<file path="src/rtl/ctrl_sequencer_if.sv">
// ctrl_sequencer_if
// Bundles the control/status signals between the instruction sequencer and
// the 8-bit datapath (IR, 8x8 register file, ALU) plus the program memory.
//
// Signals (direction as seen by the sequencer, modport master):
//   ir_in       in   16      current IR contents
//   alu_flag    in   4       ALU flags {Z,C,N,O}, Z = bit 3
//   mem_addr    out  ADDR_W  memory byte address
//   mem_rd      out  1       memory read strobe
//   ir_enable   out  1       IR enable
//   ir_funsel   out  2       IR function select (01 = load)
//   ir_lh       out  1       IR byte select (0 = [7:0], 1 = [15:8])
//   rf_funsel   out  2       regfile function select (01 = load)
//   rf_rsel     out  4       one-hot write select, bit3 = R1 .. bit0 = R4
//   rf_o1sel    out  3       regfile read port 1 select
//   rf_o2sel    out  3       regfile read port 2 select
//   rf_load_sel out  1       regfile load source (0 = ALU, 1 = ir_in[7:0])
//   alu_funsel  out  4       ALU function select
//   flags       out  4       latched flag register
//   t_state     out  2       current sequencer state (0 T0, 1 T1, 2 T2, 3 HALT)
//   halted      out  1       high in HALT
//
// Handshake: there is no valid/ready pair here. Every strobe (mem_rd,
// ir_enable, rf_funsel/rf_rsel) is a single-cycle command that the datapath
// must act on at the next rising clk edge; memory returns its byte in the
// same cycle mem_rd is high, with no back-pressure.

interface ctrl_sequencer_if #(
  parameter int ADDR_W = 8
);
  logic [15:0]       ir_in;
  logic [3:0]        alu_flag;
  logic [ADDR_W-1:0] mem_addr;
  logic              mem_rd;
  logic              ir_enable;
  logic [1:0]        ir_funsel;
  logic              ir_lh;
  logic [1:0]        rf_funsel;
  logic [3:0]        rf_rsel;
  logic [2:0]        rf_o1sel;
  logic [2:0]        rf_o2sel;
  logic              rf_load_sel;
  logic [3:0]        alu_funsel;
  logic [3:0]        flags;
  logic [1:0]        t_state;
  logic              halted;

  modport master (
    input  ir_in, alu_flag,
    output mem_addr, mem_rd, ir_enable, ir_funsel, ir_lh,
           rf_funsel, rf_rsel, rf_o1sel, rf_o2sel, rf_load_sel,
           alu_funsel, flags, t_state, halted
  );

  modport slave (
    output ir_in, alu_flag,
    input  mem_addr, mem_rd, ir_enable, ir_funsel, ir_lh,
           rf_funsel, rf_rsel, rf_o1sel, rf_o2sel, rf_load_sel,
           alu_funsel, flags, t_state, halted
  );
endinterface

</file>
<file path="src/rtl/ctrl_sequencer.sv">
// ctrl_sequencer
// Instruction sequencer for the 8-bit datapath. Holds the PC, fetches each
// 16-bit instruction as two bytes (low then high) into the IR, then spends
// one cycle executing it: ALU op, LDI, BRZ, NOP or HLT.
//
// Ports:
//   clk   in  1   system clock, rising edge
//   rst   in  1   synchronous active-high reset
//   step  in  1   single-step request (only when SINGLE_STEP_EN is defined)
//   bus   ctrl_sequencer_if.master  datapath control/status bundle
//
// Optional feature macro: SINGLE_STEP_EN. When defined, T0 waits for
// step = 1 before fetching, so one instruction runs per step pulse.
//
// Instruction: [15:12] opcode, [11:10] Rd, [9:8] Rs1, [7:6] Rs2, [7:0] imm8.
// Control outputs are combinational from state and ir_in and are all forced
// to 0 while rst is high; flags/t_state/halted show the registered state.

module ctrl_sequencer #(
  parameter int                ADDR_W   = 8,
  parameter logic [ADDR_W-1:0] RESET_PC = '0
) (
  input  logic clk,
  input  logic rst,
`ifdef SINGLE_STEP_EN
  input  logic step,
`endif
  ctrl_sequencer_if.master bus
);

  typedef enum logic [1:0] {
    S_T0   = 2'd0,
    S_T1   = 2'd1,
    S_T2   = 2'd2,
    S_HALT = 2'd3
  } state_t;

  localparam logic [3:0] OP_ALU_MAX = 4'hB;
  localparam logic [3:0] OP_LDI     = 4'hC;
  localparam logic [3:0] OP_BRZ     = 4'hD;
  localparam logic [3:0] OP_HLT     = 4'hF;
  localparam logic [1:0] FUN_LOAD   = 2'b01;

  state_t            state;
  logic [ADDR_W-1:0] pc;
  logic [3:0]        flags_q;
  logic              fetch_go;

  logic [3:0] opcode;
  logic [1:0] rd;
  logic [1:0] rs1;
  logic [1:0] rs2;
  logic [7:0] imm8;

  assign opcode = bus.ir_in[15:12];
  assign rd     = bus.ir_in[11:10];
  assign rs1    = bus.ir_in[9:8];
  assign rs2    = bus.ir_in[7:6];
  assign imm8   = bus.ir_in[7:0];

`ifdef SINGLE_STEP_EN
  assign fetch_go = step;
`else
  assign fetch_go = 1'b1;
`endif

  // Register code 00..11 = R1..R4, and R1 sits on the MSB of rf_rsel.
  function automatic logic [3:0] rsel_onehot(input logic [1:0] code);
    logic [3:0] sel;
    case (code)
      2'b00:   sel = 4'b1000;
      2'b01:   sel = 4'b0100;
      2'b10:   sel = 4'b0010;
      default: sel = 4'b0001;
    endcase
    return sel;
  endfunction

  always_ff @(posedge clk) begin
    if (rst) begin
      state   <= S_T0;
      pc      <= RESET_PC;
      flags_q <= 4'h0;
    end else begin
      case (state)
        S_T0: begin
          if (fetch_go) begin
            pc    <= pc + ADDR_W'(1);
            state <= S_T1;
          end
        end
        S_T1: begin
          pc    <= pc + ADDR_W'(1);
          state <= S_T2;
        end
        S_T2: begin
          state <= (opcode == OP_HLT) ? S_HALT : S_T0;
          if (opcode <= OP_ALU_MAX) flags_q <= bus.alu_flag;
          // BRZ tests the flags latched by an earlier instruction.
          if (opcode == OP_BRZ && flags_q[3]) pc <= ADDR_W'(imm8);
        end
        S_HALT: begin
          state <= S_HALT;
        end
        default: state <= S_T0;
      endcase
    end
  end

  always_comb begin
    bus.mem_addr    = '0;
    bus.mem_rd      = 1'b0;
    bus.ir_enable   = 1'b0;
    bus.ir_funsel   = 2'b00;
    bus.ir_lh       = 1'b0;
    bus.rf_funsel   = 2'b00;
    bus.rf_rsel     = 4'b0000;
    bus.rf_o1sel    = 3'b000;
    bus.rf_o2sel    = 3'b000;
    bus.rf_load_sel = 1'b0;
    bus.alu_funsel  = 4'h0;
    if (!rst) begin
      case (state)
        S_T0, S_T1: begin
          if (state == S_T1 || fetch_go) begin
            bus.mem_addr  = pc;
            bus.mem_rd    = 1'b1;
            bus.ir_enable = 1'b1;
            bus.ir_funsel = FUN_LOAD;
            bus.ir_lh     = (state == S_T1);
          end
        end
        S_T2: begin
          if (opcode <= OP_ALU_MAX) begin
            bus.rf_o1sel   = {1'b1, rs1};
            bus.rf_o2sel   = {1'b1, rs2};
            bus.alu_funsel = opcode;
            bus.rf_funsel  = FUN_LOAD;
            bus.rf_rsel    = rsel_onehot(rd);
          end else if (opcode == OP_LDI) begin
            bus.rf_funsel   = FUN_LOAD;
            bus.rf_rsel     = rsel_onehot(rd);
            bus.rf_load_sel = 1'b1;
          end
        end
        default: ;
      endcase
    end
  end

  assign bus.flags   = flags_q;
  assign bus.t_state = state;
  assign bus.halted  = (state == S_HALT);

endmodule
</file>
<file path="src/flat_wrapper.sv">
// flat-port wrapper written by rule: the top's interface ports become plain ports
module ctrl_sequencer_flat 
#(
  parameter int                ADDR_W   = 8,
  parameter logic [ADDR_W-1:0] RESET_PC = '0
)
  (clk, rst, bus_ir_in, bus_alu_flag, bus_mem_addr, bus_mem_rd, bus_ir_enable, bus_ir_funsel, bus_ir_lh, bus_rf_funsel, bus_rf_rsel, bus_rf_o1sel, bus_rf_o2sel, bus_rf_load_sel, bus_alu_funsel, bus_flags, bus_t_state, bus_halted);
  ctrl_sequencer_if #(.ADDR_W(ADDR_W)) bus_i ();
  input  logic clk;
  input  logic rst;
  input wire logic [$bits(bus_i.ir_in)-1:0] bus_ir_in;
  input wire logic [$bits(bus_i.alu_flag)-1:0] bus_alu_flag;
  output wire logic [$bits(bus_i.mem_addr)-1:0] bus_mem_addr;
  output wire logic [$bits(bus_i.mem_rd)-1:0] bus_mem_rd;
  output wire logic [$bits(bus_i.ir_enable)-1:0] bus_ir_enable;
  output wire logic [$bits(bus_i.ir_funsel)-1:0] bus_ir_funsel;
  output wire logic [$bits(bus_i.ir_lh)-1:0] bus_ir_lh;
  output wire logic [$bits(bus_i.rf_funsel)-1:0] bus_rf_funsel;
  output wire logic [$bits(bus_i.rf_rsel)-1:0] bus_rf_rsel;
  output wire logic [$bits(bus_i.rf_o1sel)-1:0] bus_rf_o1sel;
  output wire logic [$bits(bus_i.rf_o2sel)-1:0] bus_rf_o2sel;
  output wire logic [$bits(bus_i.rf_load_sel)-1:0] bus_rf_load_sel;
  output wire logic [$bits(bus_i.alu_funsel)-1:0] bus_alu_funsel;
  output wire logic [$bits(bus_i.flags)-1:0] bus_flags;
  output wire logic [$bits(bus_i.t_state)-1:0] bus_t_state;
  output wire logic [$bits(bus_i.halted)-1:0] bus_halted;
  assign bus_i.ir_in = bus_ir_in;
  assign bus_i.alu_flag = bus_alu_flag;
  assign bus_mem_addr = bus_i.mem_addr;
  assign bus_mem_rd = bus_i.mem_rd;
  assign bus_ir_enable = bus_i.ir_enable;
  assign bus_ir_funsel = bus_i.ir_funsel;
  assign bus_ir_lh = bus_i.ir_lh;
  assign bus_rf_funsel = bus_i.rf_funsel;
  assign bus_rf_rsel = bus_i.rf_rsel;
  assign bus_rf_o1sel = bus_i.rf_o1sel;
  assign bus_rf_o2sel = bus_i.rf_o2sel;
  assign bus_rf_load_sel = bus_i.rf_load_sel;
  assign bus_alu_funsel = bus_i.alu_funsel;
  assign bus_flags = bus_i.flags;
  assign bus_t_state = bus_i.t_state;
  assign bus_halted = bus_i.halted;
  ctrl_sequencer #(.ADDR_W(ADDR_W), .RESET_PC(RESET_PC)) u_core (.clk(clk), .rst(rst), .bus(bus_i));
endmodule
</file>
<file path="config.mk">
export PLATFORM = sky130hd
export DESIGN_NAME = ctrl_sequencer_flat
export DESIGN_NICKNAME = d
export VERILOG_FILES = /design/src/rtl/ctrl_sequencer_if.sv /design/src/rtl/ctrl_sequencer.sv /design/src/flat_wrapper.sv
export SDC_FILE = /design/constraint.sdc
export NUM_CORES = 1
export LEC_CHECK = 0
export ABC_AREA = 1
export CORE_ASPECT_RATIO = 2
export CORE_MARGIN = 4
export CORE_UTILIZATION = 34
export DETAILED_ROUTE_END_ITERATION = 7
export HOLD_SLACK_MARGIN = 0.12
export PLACE_DENSITY = 0.76
export SKIP_CTS_REPAIR_TIMING = 1
export SLEW_MARGIN = 40
export SYNTH_ARGS = -nofsm -noshare
export SYNTH_HDL_FRONTEND = slang
export SYNTH_SLANG_ARGS = --single-unit
</file>
<file path="constraint.sdc">
create_clock -name clk -period 1.3 [get_ports clk]
set_clock_uncertainty 0.1 [all_clocks]
set_input_delay 0.13 -clock clk [delete_from_list [all_inputs] [get_ports clk]]
set_output_delay 0.13 -clock clk [all_outputs]
set_load 0.05 [all_outputs]
</file>
==> run_results.csv, run 1 <==
group,metric,value,unit
drt,vias_per_cell,5.591,
floorplanning,io_pins,59,
yosys,postSynthAreaPerCell,5.895,um2
status,failed_checks,"setup timing",
place,gp_congestion,0.8912,
timing,drv_slew,0,
timing,final_hold_viol_count,0,
global_route,grt_pass1_vias,1555,
global_route,antenna_found_initial,0,
worst_setup_path,rr_worst_depth,12,
yosys,synth_cells,170,
timing,setup_ws,-0.5549,ns
power_and_ir_drop,p_leak,1.192,nW
drt,drt-wirelength-per-cell,22.50,um
global_route,gr-total-overflow,0,
clock_network,clkLatencyLatePin,0.26,ns
timing,fmax,539.1,MHz
power_and_ir_drop,power_density,727.7,mW/mm2
global_route,grt_pass1_wl,6789,um
floorplanning,die_h,84.78,um
place,dp.cells,283,
worst_setup_path,crit_type,"reg2out",
clock_network,clock-sinks,14,
drt,drc_errors,0,
power_and_ir_drop,ir_drop,687.5,uV
clock_network,cts_made_buffers,3,
floorplanning,fp.dieW,46.39,um
layout,final_common_cell,"buf_12",
clock_network,max-clock-path-buffers,2,
drt,drtIter0Drc,104,
worst_setup_path,critPathMaxFanout,4,
clock_network,htree_num_levels,1,
yosys,synthesis.area,0.001002,mm2
drt,dr.pass1.iters,4,
clock_network,clkTransAtPathRegs,0.07,ns
worst_setup_path,arrival,1.62,ns
timing,layout_min_cycle_time,1.855,ns
place,portBuffers,56,
yosys,synth_seq_area_share,27.97,%
layout,fin_nets,293,
yosys,synth-seq-cells,14,
yosys,synth_top_area_share,27.97,%
worst_hold_path,hold_path_depth,3,
floorplanning,num_rows,27,
global_route,grt.total_usage,23.46,%
timing,min_period_over_period,142.7,%
timing,grt_setup_unrepaired,"yes",
yosys,ys_warn_count,0,
yosys,synth_edf_count,0,
layout,antenna_cells,0,
yosys,yosys-top-cells-area,"dfxtp_1, nor2_1, nand2_1",
layout,final_cell_mix,"buf_12, buf_4, nand2_1, nor2_4, inv_1",
timing,hold_slack,0.1917,ns
worst_setup_path,start_kind,"flip-flop",
yosys,synth_top_area_cell,"dfxtp_1",
status,status,"finished, violations left",
run,maxCapViolations,0,
yosys,ys.flop_type,"dfxtp_1",
floorplanning,core,0.002804,mm2
worst_setup_path,cp-end-kind,"output port",
clock_network,cts.root.buffer_cell,"clkbuf_8",
layout,drive_gt1_share,56.51,%
timing,setup_viol,41,
drt,drt-total-wl,6704,um
layout,fin_cells,298,
clock_network,cts_tree,"done",
layout,syn2layout_area_growth,168.2,%
floorplanning,die_area,0.003933,mm2
global_route,grt_max_degree,12,
yosys,synth.distinct_cells,27,
worst_hold_path,holdCritPathClass,"in2reg",
floorplanning,initial_core_util,35.74,%
place,dp_hpwl,3446,um
drt,num_vias,1666,
yosys,synthArstFlopShare,0,%
drt,ant_nets,0,
worst_setup_path,worstPathRequired,1.07,ns
synthesized netlist by cell type, types with 2 or more instances:
master   number
a21oi_1       6
buf_2         2
dfxtp_1      14
nand2_1      33
buf_4         5
nor3_1        2
o21ai_1       2
nand3_1       9
nor2_4        2
o21ai_0      11
inv_1        27
nor2_1       42
per-layer routing:
| layer | part of all wire, % | wire, um | up-vias | GRT usage (%) |
|---|---|---|---|---|
| li1 | - | - | 712 | - |
| met1 | 32 | 2114 | 807 | 20.85 |
| met2 | 59 | 3943 | 124 | 45.85 |
| met3 | 6.2 | 414 | 23 | 3.219 |
| met4 | 3.4 | 231 | 0 | 10.88 |
| met5 | 0 | 0 | - | 0 |
power breakdown:
group / internal [W] / switching [W] / leakage, nW
Combinational: 0.000466 / 0.000573 / 1.05
Sequential: 0.000469 / 0.0000457 / 0.117
Clock: 0.000210 / 0.000192 / 0.0231
Total: 0.00115 / 0.000810 / 1.19
sequential cells by signal, summed over array words and instances, names as in the netlist:
register / cells
u_core.bus.t_state: 2
u_core.pc: 8
u_core.bus.flags: 4
area by class of cell:
class                   instances  area [um2]
repair buffers                103        1338
multi-input cells             119       859.6
flip-flops and latches         14       289.0
inverters                      29       120.1
fillers                        61       116.4
clock buffers                   3       41.29
well taps                      29       36.28
clock inverters                 1       3.754
path summary, 6_finish.rpt:
check | slack (ns) | startpoint | to
hold / removal | 0.19 | rst | u_core.pc[7]
setup reg to reg | -0.42 | u_core.bus.t_state[0] | u_core.pc[5]
setup / recovery | -0.55 | u_core.bus.t_state[0] | bus_rf_o2sel[1]
hold reg to reg | 0.43 | u_core.pc[7] | u_core.pc[7]
kinds of logic after synthesis:
logic type / share of synthesized area, %
fa+ha+maj: 1.248
buf+inv: 17.35
simple gates: 41.32
flops: 27.97
other cells: 0.3742
compound gates: 10.86
xor+xnor: 0.8741
worst max-delay path: stages, from the launching register on:
cell,delay [ns]
dfxtp_4,0.36
inv_4,0.08
nand2_8,0.06
nor2_4,0.11
inv_2,0.07
nor2_4,0.13
clkinvlp_4,0.12
buf_6,0.15
nor2_4,0.14
buf_12,0.15
metrics by stage:
step | power [W] | setup TNS [ns] | utilization, % | setup slack, ns | cell area, um2
final | 0.001956 | -13.76 | 95.85 | -0.5549 | 2688
after CTS | 0.001717 | -11.19 | 84.07 | -0.5212 | 2357
after global placement | 0.001330 | -11.46 | 82.46 | -0.4414 | 2312
after floorplan | 0.0009155 | -13.48 | - | -0.7202 | 1145
after global routing | 0.001998 | -14.67 | 95.85 | -0.5668 | 2688
after detailed placement | 0.001349 | -12.52 | 82.46 | -0.5139 | 2312
(Power assumes the default switching activity.)
==> run 2: changes to the inputs <==
Settings changed: CORE_ASPECT_RATIO 2 to unset, CORE_UTILIZATION 34 to 40, PLACE_DENSITY 0.76 to 0.85.
Clock period 1.3 ns to 2.24 ns, I/O delays scaled along.
==> run_results.csv, run 2 (synthesis gave the netlist of run 1 again) <==
group,metric,value,unit
floorplanning,initial_core_util,43.63,%
power_and_ir_drop,p_leak,0.8642,nW
worst_setup_path,worst_path_most_repeated_cell,"nor2_4",
run,maxCapViolations,0,
worst_setup_path,critPathMaxFanout,16,
worst_hold_path,holdCritPathClass,"in2reg",
timing,tns,0,ns
power_and_ir_drop,ir_drop,480.7,uV
timing,tightest_slew,0.5020,ns
floorplanning,die_h,58.06,um
worst_setup_path,cp-end-kind,"output port",
clock_network,clkLatencyLatePin,0.30,ns
clock_network,htree_num_levels,1,
drt,ant_nets,0,
worst_setup_path,arrival,1.82,ns
timing,setup_viol,0,
worst_setup_path,crit_slowest_cell,"dfxtp_2",
layout,syn2layout_area_growth,96.75,%
floorplanning,fp.dieW,58.06,um
place,gp_congestion,0.8579,
timing,final_hold_viol_count,0,
timing,min_period_over_period,95.65,%
layout,largest_register_ffs,8,
layout,regMostFlops,"u_core.pc",
drt,drtIter0Drc,79,
global_route,grt_max_degree,17,
timing,drv_slew,0,
global_route,grt_pass1_vias,1295,
worst_setup_path,cp_top_family,"simple AND/OR/NAND/NOR gates",
status,status,"finished, final reports clean",
global_route,grt_pass1_wl,6037,um
clock_network,cts.root.buffer_cell,"clkbuf_4",
layout,drive_gt1_share,27.75,%
worst_setup_path,worstPathRequired,1.92,ns
layout,antenna_cells,0,
clock_network,clkTransAtPathRegs,0.11,ns
floorplanning,core,0.002297,mm2
timing,layout_min_cycle_time,2.143,ns
timing,fmax,466.7,MHz
timing,slew_headroom,66.43,%
drt,drt-wirelength-per-cell,15.42,um
floorplanning,num_rows,17,
drt,drc_errors,0,
layout,fin_nets,251,
worst_setup_path,cpPeakStageDelay,0.35,ns
layout,fin_area,0.001972,mm2
clock_network,max-clock-path-buffers,2,
timing,grt_setup_unrepaired,"no",
global_route,antenna_found_initial,0,
timing,setup_ws,0.09737,ns
place,preCtsSetupSlack,0.09173,ns
place,portBuffers,56,
drt,num_vias,1309,
worst_setup_path,cp_num_buf_inv,3,
clock_network,clock-sinks,14,
power_and_ir_drop,finalPower,0.0008800,W
floorplanning,io_pins,59,
global_route,gr-total-overflow,0,
global_route,grt.total_usage,23.18,%
floorplanning,die_area,0.003370,mm2
power_and_ir_drop,power_density,446.3,mW/mm2
drt,drt-total-wl,3933,um
place,dp_hpwl,2984,um
drt,dr.pass1.iters,4,
place,placed_area,0.001924,mm2
worst_setup_path,path_cells,"inv_2 -> nand2_8 -> nor2_4 -> inv_2 -> nor2_4 -> or2_4 -> nand2_2 -> nor2_4 -> buf_12",
clock_network,cts_tree,"done",
timing,hold_slack,0.4078,ns
drt,vias_per_cell,5.133,
worst_setup_path,start_kind,"flip-flop",
layout,fillCellCount,121,
layout,final_cell_mix,"nand2_1, nor2_1, clkdlybuf4s50_1, buf_12, inv_1",
worst_setup_path,crit_type,"reg2out",
clock_network,cts_made_buffers,3,
run 2: cell types whose count changed in the layout (fill, tap and decap cells not counted), sizes merged:
| cell | previous run | this run |
|---|---|---|
| clkbuf | 3 | 4 |
| dlymetal6s2s | 3 | 0 |
| buf | 82 | 33 |
| clkinv | 1 | 0 |
| inv | 28 | 29 |
| clkdlybuf4s50 | 18 | 28 |
| clkinvlp | 1 | 0 |
run 2: through the flow:
step | cells | util, %
after detailed placement | 251 | 83.77
after global placement | 251 | 83.77
final | 255 | 85.84
after floorplan | 171 | -
after CTS | 255 | 85.35
after global routing | 255 | 85.84
run 2: path summary, 6_finish.rpt:
path,from,end,slack [ns],cells past startpoint
max reg2reg,u_core.bus.t_state[0],u_core.pc[0],0.60,8
min reg2reg,u_core.pc[2],u_core.pc[2],0.43,2
min,bus_alu_flag[3],u_core.bus.flags[3],0.41,3
max,u_core.bus.t_state[0],bus_rf_rsel[0],0.1,9
run 2: where the power goes:
group	switching (W)	total, W	internal, W
Sequential	0.0000245	0.000296	0.000272
Clock	0.0000937	0.000193	0.0000990
Combinational	0.000230	0.000391	0.000160
Total	0.000349	0.000880	0.000531
run 2: routing by layer:
layer	vias up	global-route usage, %	routed length [um]
li1	631	-	-
met1	588	25.77	1389
met2	77	43.06	2146
met3	13	4.009	272
met4	0	9.272	125
met5	-	0	0
run 2: layout make-up:
| class | instances | area (um2) | share of cell area (%) |
|---|---|---|---|
| Timing Repair Buffer | 61 | 878.3 | 44.54 |
| Multi-Input combinational cell | 119 | 625.6 | 31.73 |
| Sequential cell | 14 | 285.3 | 14.47 |
| Inverter | 29 | 111.4 | 5.647 |
| Clock buffer | 4 | 36.28 | 1.840 |
| Tap cell | 28 | 35.03 | 1.777 |
run 2: worst reg2reg max path: cells and delay by family (launching register included):
family | cells | cell delay, ns
flip-flops | 1 | 0.35
AND/OR/NAND/NOR | 5 | 0.64
buffers and inverters | 3 | 0.43
